`config.mk`:
```
export PLATFORM = sky130hd
export DESIGN_NAME = dma_bench_stats
export DESIGN_NICKNAME = d
export VERILOG_FILES = /design/src/rtl/dma_bench_stats.sv
export SDC_FILE = /design/constraint.sdc
export NUM_CORES = 1
export LEC_CHECK = 0
export ABC_AREA = 1
export BUFFER_PORTS_ARGS = -buffer_cell sky130_fd_sc_hd__clkbuf_2
export CAP_MARGIN = 20
export CORE_UTILIZATION = 36
export CTS_CLUSTER_DIAMETER = 100
export DETAILED_ROUTE_END_ITERATION = 16
export HOLD_SLACK_MARGIN = 0.15
export SYNTH_ARGS = -nofsm -noshare
export SYNTH_HDL_FRONTEND = slang
export SYNTH_SLANG_ARGS = --single-unit
```
`constraint.sdc`:
```
create_clock -name CLK -period 2.4 [get_ports CLK]
set_input_delay 0.24 -clock CLK [delete_from_list [all_inputs] [get_ports CLK]]
set_output_delay 0.24 -clock CLK [all_outputs]
set_load 0.005 [all_outputs]
```
`src/rtl/dma_bench_stats.sv`:
```
// Run-time, per-iteration latency and op-count statistics for the looped DMA
// benchmark; results are held for host readout until the next run or a clear.
module dma_bench_stats #(
    parameter int unsigned C_NITERATIONS = 8,
    parameter int unsigned C_LAT_WIDTH   = 32
) (
    input  logic                   CLK,
    input  logic                   RST_N,
    input  logic                   ENGINE_VALID,
    input  logic                   OP_DONE,
    input  logic                   CLEAR,
    output logic [63:0]            TOTAL_CYCLES,
    output logic [C_LAT_WIDTH-1:0] OP_COUNT,
    output logic [C_LAT_WIDTH-1:0] MIN_LATENCY,
    output logic [C_LAT_WIDTH-1:0] MAX_LATENCY,
    output logic                   BUSY,
    output logic                   RESULT_VALID,
    output logic                   COUNT_MISMATCH
);

    typedef enum logic [1:0] {
        S_IDLE,
        S_RUN,
        S_DONE
    } state_t;

    localparam logic [C_LAT_WIDTH-1:0] NITER = C_LAT_WIDTH'(C_NITERATIONS);

    state_t                 state_q, state_d;
    logic [63:0]            total_q, total_d;
    logic [C_LAT_WIDTH-1:0] count_q, count_d;
    logic [C_LAT_WIDTH-1:0] min_q,   min_d;
    logic [C_LAT_WIDTH-1:0] max_q,   max_d;
    logic [C_LAT_WIDTH-1:0] lat_q,   lat_d;

    always_comb begin
        state_d = state_q;
        total_d = total_q;
        count_d = count_q;
        min_d   = min_q;
        max_d   = max_q;
        lat_d   = lat_q;

        if (CLEAR) begin
            state_d = S_IDLE;
            total_d = '0;
            count_d = '0;
            min_d   = '1;
            max_d   = '0;
            lat_d   = '0;
        end else begin
            unique case (state_q)
                S_IDLE, S_DONE: begin
                    if (ENGINE_VALID) begin
                        state_d = S_RUN;
                        total_d = '0;
                        count_d = '0;
                        min_d   = '1;
                        max_d   = '0;
                        lat_d   = C_LAT_WIDTH'(1);
                    end
                end
                S_RUN: begin
                    if (total_q != '1)
                        total_d = total_q + 64'd1;
                    // The strobe of the last RUN cycle still counts, even as valid drops.
                    if (OP_DONE) begin
                        if (lat_q < min_q)
                            min_d = lat_q;
                        if (lat_q > max_q)
                            max_d = lat_q;
                        if (count_q != '1)
                            count_d = count_q + C_LAT_WIDTH'(1);
                        lat_d = C_LAT_WIDTH'(1);
                    end else if (lat_q != '1) begin
                        lat_d = lat_q + C_LAT_WIDTH'(1);
                    end
                    if (!ENGINE_VALID)
                        state_d = S_DONE;
                end
                default: state_d = S_IDLE;
            endcase
        end
    end

    always_ff @(posedge CLK or negedge RST_N) begin
        if (!RST_N) begin
            state_q <= S_IDLE;
            total_q <= '0;
            count_q <= '0;
            min_q   <= '1;
            max_q   <= '0;
            lat_q   <= '0;
        end else begin
            state_q <= state_d;
            total_q <= total_d;
            count_q <= count_d;
            min_q   <= min_d;
            max_q   <= max_d;
            lat_q   <= lat_d;
        end
    end

    // Min register idles at all ones; hide that sentinel until a sample exists.
    assign TOTAL_CYCLES   = total_q;
    assign OP_COUNT       = count_q;
    assign MIN_LATENCY    = (count_q == '0) ? '0 : min_q;
    assign MAX_LATENCY    = max_q;
    assign BUSY           = (state_q == S_RUN);
    assign RESULT_VALID   = (state_q == S_DONE);
    assign COUNT_MISMATCH = (state_q == S_DONE) && (count_q != NITER);

endmodule

```
Word-level counts from Yosys, hierarchy flattened
Cells that the tools add are included.
- flip-flop bits (word level): 194
- input bits: 5
- output and inout bits: 163
- $add $sub $neg: 3
- magnitude comparators: 2
- equal/unequal tests: 14
- mux-type cells: 28
- reductions and logical operators: 11
- operators with widths (cell ; number):
    two-way mux 32 bit ; 16
    case mux 32 bit (2 select lines) ; 4
    two-way mux 64 bit ; 3
    case mux 64 bit (2 select lines) ; 1
    adder 32 x 1 -> 32 bit, second input constant ; 2
    adder 64 x 1 -> 64 bit, second input constant ; 1
    inequality test 32 bit, second input constant ; 2
    inequality test 64 bit, second input constant ; 1
    greater-than comparator 32 bit ; 1
    logical NOT 32 bit ; 1
    < comparator 32 bit ; 1
    inequality test 32 x 4 -> 1 bit, second input constant ; 1
    inequality test 3 x 2 -> 1 bit, second input constant ; 4
    AND reduction 4 bit ; 3
    inequality test 3 bit, second input constant ; 3
    two-way mux 2 bit ; 3
    AND reduction 3 bit ; 2
    inequality test 4 x 3 -> 1 bit, second input constant ; 1
    case mux 2 bit (2 select lines) ; 1
    nonzero test 3 bit ; 1
    == test 2 x 1 -> 1 bit, second input constant ; 1
    == test 2 bit, second input constant ; 1
    logical NOT 2 bit ; 1
    AND reduction 2 bit ; 1
    2 further kinds ; 2

Depth between registers and ports, before layout
Gate-level depths: netlist (run 1).
- depth in word-level cells: 5
- mapped depth: 19

Worst setup path after synthesis (run 1)
Ideal clock, no wire load.
- path kind: register to register
- from: register min_q[5]
- to: register min_q[10]
- library setup time: 61 ps
- arrival time: 1935 ps
- path slack: 403 ps
- stages on the path, launching flop included: 15
- buffers on the path: 1
- period minus slack after synthesis: 1997 ps
- path through: dfstp_2 -> inv_1 -> ha_1 -> a21oi_1 -> nor2_1 -> nor3_1 -> nand2_1 -> nand2_1 -> nand2_1 -> nand2_1 -> nand2_1 -> nand2_1 -> clkbuf_1 -> nand3_1 -> nand2_1
- cells in the longest elaborated chain, start to end: 3
- ends and longest elaborated chain (what ; line ; RTL):
    from (decl) ; 32 ; logic [C_LAT_WIDTH-1:0] min_q, min_d;
    from (signal assigned) ; 98 ; min_q <= min_d;
    < comparator 32 bit ; 68 ; if (lat_q < min_q)
    inequality test 3 x 2 -> 1 bit (no source line) ; n/a ;
    AND reduction 4 bit (no source line) ; n/a ;
No other way between the ends.
A chain may end at the register's enable or synchronous reset.

Worst setup path after layout (run 1)
- from: register count_q[6], in the netlist OP_COUNT[6]
- to: output MIN_LATENCY[29]
- cells in the longest elaborated chain, start to end: 2
- ends and longest elaborated chain (what ; line ; RTL):
    from (decl) ; 31 ; logic [C_LAT_WIDTH-1:0] count_q, count_d;
    from (signal assigned) ; 97 ; count_q <= count_d;
    logical NOT 32 bit ; 107 ; assign MIN_LATENCY = (count_q == '0) ? '0 : min_q;
    two-way mux 32 bit ; 107 ;
    to (decl) ; 14 ; output logic [C_LAT_WIDTH-1:0] MIN_LATENCY,
No other way between the ends.

==> results.txt, run 1 <==
Clk root buf: clkbuf_16
Fin nets: 2,351
CP required: 2.16 ns
Die area: 0.0396 sq mm
H-Tree Level Count: 4
Slowest CP cell: dfrtp_2
Area Overhead vs Synth: 19.9%
Slew @ Worst Pin: 0.908 ns
WS Path Type: reg2out
Die W: 199 microns
Finished Cell Area: 0.0168 sq mm
Critical path's top delay family: simple AND/OR/NAND/NOR gates
Starting density of the core: 0.368
Worst path bufs/invs: 3
WP data arrival: 2.09 ns
Worst Clk Skew: 0.0142 ns
# rows: 71
Slew HR: 0.395
Total CTS buffers: 17
Post-Syn Area: 0.0140 sq mm
Slew Viols, Final: 0
DP Cell Count: 2,745
Placer congestion estimate: 0.959
Flop2flop setup slack: 0.13 ns
Cell internal pwr: 5.69 mW
GRT overflow: 0
Worst skew pair latency: 0.47 ns
Post-DR vias/cell: 5.19
Die H: 199 microns
Routed via count: 14,500
Avg Cell Area, Syn: 6.71 sq um
Final core occ: 0.442
Count leader, synth: nand2_1
Final setup vio count: 0
Vias in the first global route: 13,800
Post-synth top cells: 609 x nand2_1, 282 x nor2_1, 207 x inv_1, 206 x nand3_1, 162 x dfrtp_1
Largest net degree at the start of global routing: 95
Wire per inst: 17.6 microns
Register area share after synthesis: 0.350
Worst vdd ir: 0.532 mV
Total I/O pin count: 168
Crit-path max FO: 8
Synthesized net count: 2,154
Pleak: 7.95 nW
Class of the worst hold path: in2reg
PortBufs: 167
Final Hold Fails: 0
Routed Antenna Nets: 0
Tmin final: 2.33 ns
Hold path startpoint: CLEAR
Overall Global Routing Usage: 0.254
Status: finished clean
Syn Inst Count: 2,082
CTS tree: built
Synth area leaders: dfrtp_1 29%, nand2_1 16%, nor2_1 7.6%
PD cells: 465 mW/mm^2
Yosys reg bits: 194
Tcrit/Tclk final: 0.970
Netlist cell types: 40
Startpoint types: flop
Net switching power: 2.10 mW
Drt first pass iters: 5
Fmax: 430 MHz
Unrepaired setup endpoints after global routing: true
EDFF count, synth: 0
Ys Warns: 0
Fraction of layout cells with a size suffix above 1: 0.181
Clock buffer depth: 2
Clock share of power: 0.440
Reg-to-Reg Start: OP_COUNT[0]$_DFFE_PN0P_
Yosys top cell area share: 0.290
Async S/R FF share, synth: 1.00
Initial antenna violation count: 2
Maximum capacitance violations: 0
Worst Setup SP: OP_COUNT[6]$_DFFE_PN0P_
Detailed placement HPWL: 36.1 mm
Switching Fraction: 0.270
Crit path cell chain: inv_1 -> nand4_1 -> nor4_2 -> and3_4 -> buf_12 -> nor2_1 -> clkbuf_2
Logic pwr share: 0.119
Dpl cell area: 0.0157 sq mm
Post-Layout Cell Count: 2,804
Hold Slack: 0.194 ns
Element type at the critical path end: output pin
Detailed Route Iter0 Violations: 1,200
Clk slew on worst S/H paths: 0.08 ns
Post-route DRC: 0
CTS Sinks: 194
Flop pwr share: 0.442
Post-synth top flop: dfrtp_1
Worst path max stage delay: 0.44 ns
First-pass GRT wire length: 77.8 mm
Core box area: 0.0379 sq mm
Total wire length: 49.5 mm
Synth area leader: dfrtp_1
[worst paths after layout]
| path | endpoint | cells past startpoint |
|---|---|---|
| worst max-delay path | MIN_LATENCY[29] | 7 |
| max in group asynchronous | min_q[21]$_DFFE_PN1P_ | 3 |
| worst max register to register | OP_COUNT[3]$_DFFE_PN0P_ | 11 |
| worst min-delay path | state_q[0]$_DFFE_PN0P_ | 4 |
| min in group asynchronous | MAX_LATENCY[25]$_DFFE_PN0P_ | 2 |
| worst min register to register | min_q[7]$_DFFE_PN1P_ | 2 |
[cell families (layout without fill, tap and decap cells)]
group                      count (synthesis)  in the layout  share of synthesized area
and+or+nand+nor                         1276           1276                      0.389
buffers and inverters                    318            528                     0.0908
DFF                                      194            194                      0.350
AOI/OAI and AO/OA                        155            155                     0.0647
xor gates and xnor gates                  72             72                     0.0451
adders and majority gates                 67             67                     0.0600
other                                      0              1                          0
[worst reg2reg max path: cells and delay by family, from the launching register on]
kind	cells	cell delay (ns)
AND/OR/NAND/NOR	6	0.83
buffers and inverters	3	0.55
flip-flops	1	0.40
adder cells (fa/ha/maj)	1	0.21
AO/OA/AOI/OAI	1	0.17
[final cells by class]
| class | count | area [sq um] |
|---|---|---|
| fill | 3994 | 21200 |
| multi-input combinational | 1570 | 7870 |
| sequential | 194 | 4910 |
| timing repair buffer | 257 | 1760 |
| inverter | 239 | 900 |
| tap | 511 | 639 |
| clock buffer | 20 | 457 |
| clock inverter | 12 | 226 |
| antenna | 1 | 2.50 |
[cells in the final DEF (no fill, tap or decap), types with 12 or more instances in the layout]
master	count
a21oi_1	36
buf_12	12
buf_4	70
clkbuf_16	20
clkbuf_2	166
dfrtp_1	153
dfstp_2	32
ha_1	66
inv_1	200
inv_2	37
nand2_1	606
nand3_1	205
nand4_1	67
nor2_1	279
nor3_1	85
o21ai_0	37
o21ai_1	42
o21ai_2	20
xor2_1	66
[state kept, by name (all words and copies together), names as in the netlist]
name,cells
TOTAL_CYCLES,64
MAX_LATENCY,32
lat_q,32
state_q,2
min_q,32
OP_COUNT,32
[power groups by stage]
stage	registers, mW	clock network, mW	logic (mW)
2_1_floorplan	3.50	0	0.493
3_3_place_gp	3.50	0	0.867
3_5_place_dp	3.51	0	0.879
4_1_cts	3.44	3.49	0.906
5_1_grt	3.46	3.63	1.03
6_report	3.44	3.43	0.925
[stage by stage]
| step | setup TNS, ns | total power, mW | worst slack, ns |
|---|---|---|---|
| floorplan | 0 | 4.00 | 0.403 |
| global placement | 0 | 4.37 | 0.0899 |
| detailed placement | 0 | 4.38 | 0.0640 |
| CTS | 0 | 7.84 | 0.000280 |
| global route | -0.549 | 8.12 | -0.0375 |
| finish | 0 | 7.80 | 0.0728 |
[routing by layer]
layer | track usage | share of wire
met2 | 0.402 | 0.46
met1 | 0.355 | 0.45
met3 | 0.0414 | 0.062
met5 | 0 | 0.00026
met4 | 0.0752 | 0.019
[timing repair]
item | in CTS | in global routing
cloned | 1 | 3
endpoints found under the hold margin | 53 | 0
hold buffers | 2 | 0
setup endpoints to repair | 32 | 84
gates resized for setup | 15 | 20
pin swaps | 1 | 5
buffers inserted | 8 | 12
Note: power is estimated with default switching activity, not from simulation.
==> run 2, diff against run 1 <==
CORE_ASPECT_RATIO = 0.5   (was default)
SETUP_SLACK_MARGIN = 0.1   (was default)
==> results.txt, run 2 (synthesis gave the netlist of run 1 again) <==
Status: finished clean (unchanged)
Final Hold Fails: 0 (unchanged)
Largest net degree at the start of global routing: 95 (unchanged)
Core box area: 0.0378 sq mm (was 0.0379 sq mm)
Vias in the first global route: 13,200 (was 13,800)
First-pass GRT wire length: 76.0 mm (was 77.8 mm)
Post-DR vias/cell: 5.14 (was 5.19)
Crit-path max FO: 16 (was 8)
Starting density of the core: 0.370 (was 0.368)
Fin nets: 2,349 (was 2,351)
Slew HR: 0.390 (was 0.395)
Fmax: 428 MHz (was 430 MHz)
Flip-flop count of the largest register after layout: 64 (unchanged)
CP required: 2.16 ns (about the same)
Clk slew on worst S/H paths: 0.08 ns (about the same)
Wire per inst: 17.5 microns (was 17.6 microns)
Total I/O pin count: 168 (unchanged)
Maximum capacitance violations: 0 (unchanged)
Class of the worst hold path: in2reg (unchanged)
Overall Global Routing Usage: 0.247 (was 0.254)
Fillers: 3,982 (was 3,994)
Tmin final: 2.34 ns (was 2.33 ns)
PD cells: 443 mW/mm^2 (was 465 mW/mm^2)
Most frequent cells in the layout: 602 x nand2_1, 259 x nor2_1, 204 x nand3_1, 198 x inv_1, 166 x clkbuf_2 (was 606 x nand2_1, 279 x nor2_1, 205 x nand3_1, 200 x inv_1, 166 x clkbuf_2)
Routed Antenna Nets: 0 (unchanged)
Die H: 141 microns (was 199 microns)
Die area: 0.0396 sq mm (about the same)
Setup_tns: 0 ns (unchanged)
Initial antenna violation count: 0 (was 2)
Die W: 281 microns (was 199 microns)
Multi-input logic area: 0.00808 sq mm (was 0.00787 sq mm)
Diodes inserted: 0 (was 1)
Tcrit/Tclk final: 0.975 (was 0.970)
Tot Pwr: 7.47 mW (was 7.80 mW)
Detailed Route Iter0 Violations: 1,204 (was 1,200)
Worst Clk Skew: 0.0171 ns (was 0.0142 ns)
Slew Viols, Final: 0 (unchanged)
Unrepaired setup endpoints after global routing: true (unchanged)
H-Tree Level Count: 4 (unchanged)
Clk root buf: clkbuf_16 (unchanged)
GRT overflow: 0 (unchanged)
Element type at the critical path end: output pin (unchanged)
Slew @ Worst Pin: 0.915 ns (was 0.908 ns)
# rows: 50 (was 71)
Post-route DRC: 0 (unchanged)
Worst skew pair latency: 0.47 ns (about the same)
CTS tree: built (unchanged)
WS Path Type: reg2out (unchanged)
Pleak: 7.90 nW (was 7.95 nW)
CTS Sinks: 194 (unchanged)
Startpoint types: flop (unchanged)
Area Overhead vs Synth: 20.7% (was 19.9%)
Register area: 0.00491 sq mm (about the same)
Total wire length: 49.1 mm (was 49.5 mm)
Placer congestion estimate: 0.944 (was 0.959)
Fraction of layout cells with a size suffix above 1: 0.197 (was 0.181)
WP data arrival: 2.10 ns (was 2.09 ns)
Routed via count: 14,400 (was 14,500)
PortBufs: 167 (unchanged)
Total CTS buffers: 17 (unchanged)
Detailed placement HPWL: 36.0 mm (was 36.1 mm)
Commonest non-fill, non-tap cell in the layout: nand2_1 (unchanged)
Worst vdd ir: 0.371 mV (was 0.532 mV)
Drt first pass iters: 5 (unchanged)
Final setup vio count: 0 (unchanged)
Clock buffer depth: 2 (unchanged)
-- run 2: timing repair --
action / CTS / global route
pin swaps: 3 / 8
buffers inserted: 8 / 3
endpoints found under the hold margin: 121 / 0
cloned: 2 / 3
endpoints found under the setup margin: 64 / 125
resized for setup: 35 / 62
hold buffers: 2 / 0
-- run 2: worst max-delay path, cell delays in order (launching register included) --
cell      delay (ns)
dfrtp_1         0.43
inv_2           0.12
nand3_1         0.13
nor3_4          0.24
and3_4          0.34
buf_16          0.19
nor2_1          0.06
clkbuf_2        0.10
-- run 2: stage by stage --
| stage | cells | util | hold slack (ns) | area, sq um | worst slack (ns) |
|---|---|---|---|---|---|
| 6_report | 2810 | 0.446 | 0.232 | 16900 | 0.0611 |
| 5_1_grt | 2810 | 0.446 | 0.248 | 16900 | -0.0260 |
| 4_1_cts | 2804 | 0.438 | 0.218 | 16500 | 0.0506 |
| 3_5_place_dp | 2760 | 0.416 | 0.206 | 15700 | 0.0551 |
| 3_3_place_gp | 2760 | 0.416 | 0.199 | 15700 | 0.112 |
| 2_1_floorplan | 2082 | - | -0.0556 | 14000 | 0.403 |
-- run 2: metal layers --
layer	global-route usage	wire length, microns	up-vias
li1	-	-	7097
met3	0.0413	2580	43
met4	0.0627	754	0
met1	0.341	22700	6913
met5	0	0	-
met2	0.402	23100	393
-- run 2: final timing paths --
path | start | slack [ns] | to | depth (start not counted)
min | CLEAR | 0.23 | lat_q[8]$_DFFE_PN0P_ | 2
max reg2reg | min_q[19]$_DFFE_PN1P_ | 0.21 | min_q[26]$_DFFE_PN1P_ | 13
max in group asynchronous | RST_N | 1.19 | TOTAL_CYCLES[40]$_DFFE_PN0P_ | 3
min reg2reg | min_q[31]$_DFFE_PN1P_ | 0.46 | min_q[31]$_DFFE_PN1P_ | 2
min in group asynchronous | RST_N | 0.26 | TOTAL_CYCLES[44]$_DFFE_PN0P_ | 2
max | OP_COUNT[20]$_DFFE_PN0P_ | 0.06 | MIN_LATENCY[20] | 7
-- run 2: layout make-up --
class / count / share of cell area
clock buffers: 22 / 0.0281
clock inverters: 10 / 0.00735
inverters: 239 / 0.0536
multi-input cells: 1570 / 0.479
flip-flops and latches: 194 / 0.291
well taps: 520 / 0.0386
repair buffers: 255 / 0.102
-- run 2: power by group --
part / internal, mW / switching, mW
combinational: 0.300 / 0.685
sequential: 3.39 / 0.0533
clock: 1.63 / 1.40
total: 5.32 / 2.14
==> run 3, diff against run 2 <==
GPL_TIMING_DRIVEN = 0   (was default)
==> results.txt, run 3 (synthesis gave the netlist of run 1 again) <==
Tmin final: 2.46 ns (was 2.34 ns)
FF-to-FF End: min_q[27]$_DFFE_PN1P_ (was min_q[26]$_DFFE_PN1P_)
Detailed Route Iter0 Violations: 1,367 (was 1,204)
# rows: 50 (unchanged)
Clock buffer depth: 2 (unchanged)
Area Overhead vs Synth: 22.4% (was 20.7%)
Detailed placement HPWL: 41.5 mm (was 36.0 mm)
Worst vdd ir: 0.303 mV (was 0.371 mV)
Final Hold Fails: 0 (unchanged)
Tcrit/Tclk final: 1.03 (was 0.975)
Crit-path max FO: 5 (was 16)
Startpoint types: flop (unchanged)
Most frequent cells in the layout: 600 x nand2_1, 258 x nor2_1, 200 x nand3_1, 199 x inv_1, 167 x clkbuf_2 (was 602 x nand2_1, 259 x nor2_1, 204 x nand3_1, 198 x inv_1, 166 x clkbuf_2)
PortBufs: 166 (was 167)
Slew Viols, Final: 0 (unchanged)
Clock share of power: 0.410 (was 0.406)
Wire per inst: 19.2 microns (was 17.5 microns)
WS Path Type: reg2out (unchanged)
Post-route DRC: 0 (unchanged)
Total wire length: 54.3 mm (was 49.1 mm)
Starting density of the core: 0.370 (unchanged)
Failing checks: setup timing
Status: finished, violations left (was finished clean)
Reg-to-Reg Start: lat_q[4]$_DFFE_PN0P_ (was min_q[19]$_DFFE_PN1P_)
Logic pwr share: 0.141 (was 0.132)
CTS tree: built (unchanged)
Vias in the first global route: 13,600 (was 13,200)
First-pass GRT wire length: 81.6 mm (was 76.0 mm)
Slew HR: 0.355 (was 0.390)
Maximum capacitance violations: 0 (unchanged)
Setup WS pre-CTS: -0.423 ns (was 0.0551 ns)
Total CTS buffers: 17 (unchanged)
Fillers: 3,997 (was 3,982)
Worst-case reg-to-reg path depth: 15 (was 13)
Drt first pass iters: 6 (was 5)
Placer congestion estimate: 0.995 (was 0.944)
Clk root buf: clkbuf_16 (unchanged)
Unrepaired setup endpoints after global routing: true (unchanged)
CP required: 2.16 ns (about the same)
Element type at the critical path end: output pin (unchanged)
Initial antenna violation count: 0 (unchanged)
Flop2flop setup slack: 0.12 ns (was 0.21 ns)
Switching Fraction: 0.297 (was 0.287)
PD cells: 449 mW/mm^2 (was 443 mW/mm^2)
CTS Sinks: 194 (unchanged)
Fraction of layout cells with a size suffix above 1: 0.214 (was 0.197)
Largest net degree at the start of global routing: 81 (was 95)
Slew @ Worst Pin: 0.967 ns (was 0.915 ns)
Overall Global Routing Usage: 0.271 (was 0.247)
Die H: 141 microns (unchanged)
Commonest non-fill, non-tap cell in the layout: nand2_1 (unchanged)
Dpl cell area: 0.0155 sq mm (was 0.0157 sq mm)
Routed Antenna Nets: 0 (unchanged)
Flip-flop count of the largest register after layout: 64 (unchanged)
GRT overflow: 0 (unchanged)
Post-DR vias/cell: 5.23 (was 5.14)
H-Tree Level Count: 4 (unchanged)
Core box area: 0.0378 sq mm (unchanged)
Slowest CP cell: dfrtp_1 (unchanged)
WP data arrival: 2.22 ns (was 2.10 ns)
Total I/O pin count: 168 (unchanged)
Die area: 0.0396 sq mm (unchanged)
Worst skew pair latency: 0.48 ns (was 0.47 ns)
Crit path cell chain: clkbuf_8 -> nor2_2 -> nand4_1 -> nor3_4 -> and3_4 -> clkbuf_16 -> buf_12 -> buf_12 -> nor2_2 -> clkbuf_2 (was inv_2 -> nand3_1 -> nor3_4 -> and3_4 -> buf_16 -> nor2_1 -> clkbuf_2)
Clk slew on worst S/H paths: 0.07 ns (was 0.08 ns)
Worst Clk Skew: 0.0176 ns (was 0.0171 ns)
Class of the worst hold path: in2async (was in2reg)
Flop pwr share: 0.449 (was 0.462)
Diodes inserted: 0 (unchanged)
Fmax: 406 MHz (was 428 MHz)
Cell internal pwr: 5.40 mW (was 5.32 mW)
Final core occ: 0.453 (was 0.446)
Routed via count: 14,800 (was 14,400)
Worst path max stage delay: 0.39 ns (was 0.43 ns)
Fin nets: 2,372 (was 2,349)
Tot Pwr: 7.68 mW (was 7.47 mW)
Die W: 281 microns (unchanged)
Finished Cell Area: 0.0171 sq mm (was 0.0169 sq mm)
Final setup vio count: 5 (was 0)
Worst setup slack after layout: -0.0601 ns (was 0.0611 ns)
Pleak: 7.82 nW (was 7.90 nW)
Net switching power: 2.28 mW (was 2.14 mW)
-- run 3: how the worst max path moves through the flow --
stage	start	end	slack (ns)	cells past startpoint
final	OP_COUNT[26]$_DFFE_PN0P_	MIN_LATENCY[18]	-0.06	10
after floorplan	min_q[5]$_DFFE_PN1P_	min_q[10]$_DFFE_PN1P_	0.40	14
after global routing	OP_COUNT[26]$_DFFE_PN0P_	MIN_LATENCY[16]	-0.11	10
after CTS	OP_COUNT[26]$_DFFE_PN0P_	MIN_LATENCY[18]	-0.14	10
after detailed placement	TOTAL_CYCLES[0]$_DFFE_PN0P_	TOTAL_CYCLES[47]$_DFFE_PN0P_	-0.42	11
after global placement	RST_N	MAX_LATENCY[19]$_DFFE_PN0P_	-2.99	1
-- run 3: what timing repair did --
| action | 4_1_cts | 5_1_grt |
|---|---|---|
| cloned | 1 | 2 |
| hold endpoints to repair | 54 | 0 |
| buffers inserted | 10 | 16 |
| gates resized for setup | 80 | 131 |
| pin swaps | 5 | 21 |
| setup endpoints to repair | 222 | 213 |
| hold buffers | 2 | 0 |
-- run 3: cell type report --
class                      count  area (sq um)  share of cell area
multi-input combinational   1570          8240               0.482
clock buffer                  19           433              0.0253
buffer                        79           543              0.0318
tap                          520           651              0.0380
sequential                   194          4950               0.290
timing repair buffer         199          1210              0.0706
inverter                     239           900              0.0526
clock inverter                13           175              0.0102
-- run 3: power by group through the flow --
stage / sequential (mW) / clock (mW) / combinational, mW
3_5_place_dp: 3.52 / 0 / 0.892
5_1_grt: 3.46 / 3.29 / 1.19
4_1_cts: 3.45 / 3.18 / 0.999
2_1_floorplan: 3.50 / 0 / 0.493
6_report: 3.45 / 3.15 / 1.08
3_3_place_gp: 3.52 / 0 / 0.868
-- run 3: layer usage --
layer	vias up	global-route usage	wire, microns
met5	-	0	0
met4	0	0.0690	926
met3	60	0.0403	3550
met2	487	0.421	24500
met1	7122	0.394	25300
li1	7143	-	-
-- run 3: stage by stage --
step	TNS (ns)	instances	hold WS, ns
5_1_grt	-1.37	2833	0.317
6_report	-0.294	2833	0.276
2_1_floorplan	0	2082	-0.0556
4_1_cts	-4.21	2815	0.286
3_3_place_gp	-565.19	2768	0.450
3_5_place_dp	-38.02	2770	0.221
-- run 3: critical path, delay by kind of cell, from the launching register on --
kind | cells | cell delay [ns]
buffers and inverters | 5 | 0.65
DFF | 1 | 0.39
and+or+nand+nor | 5 | 0.72
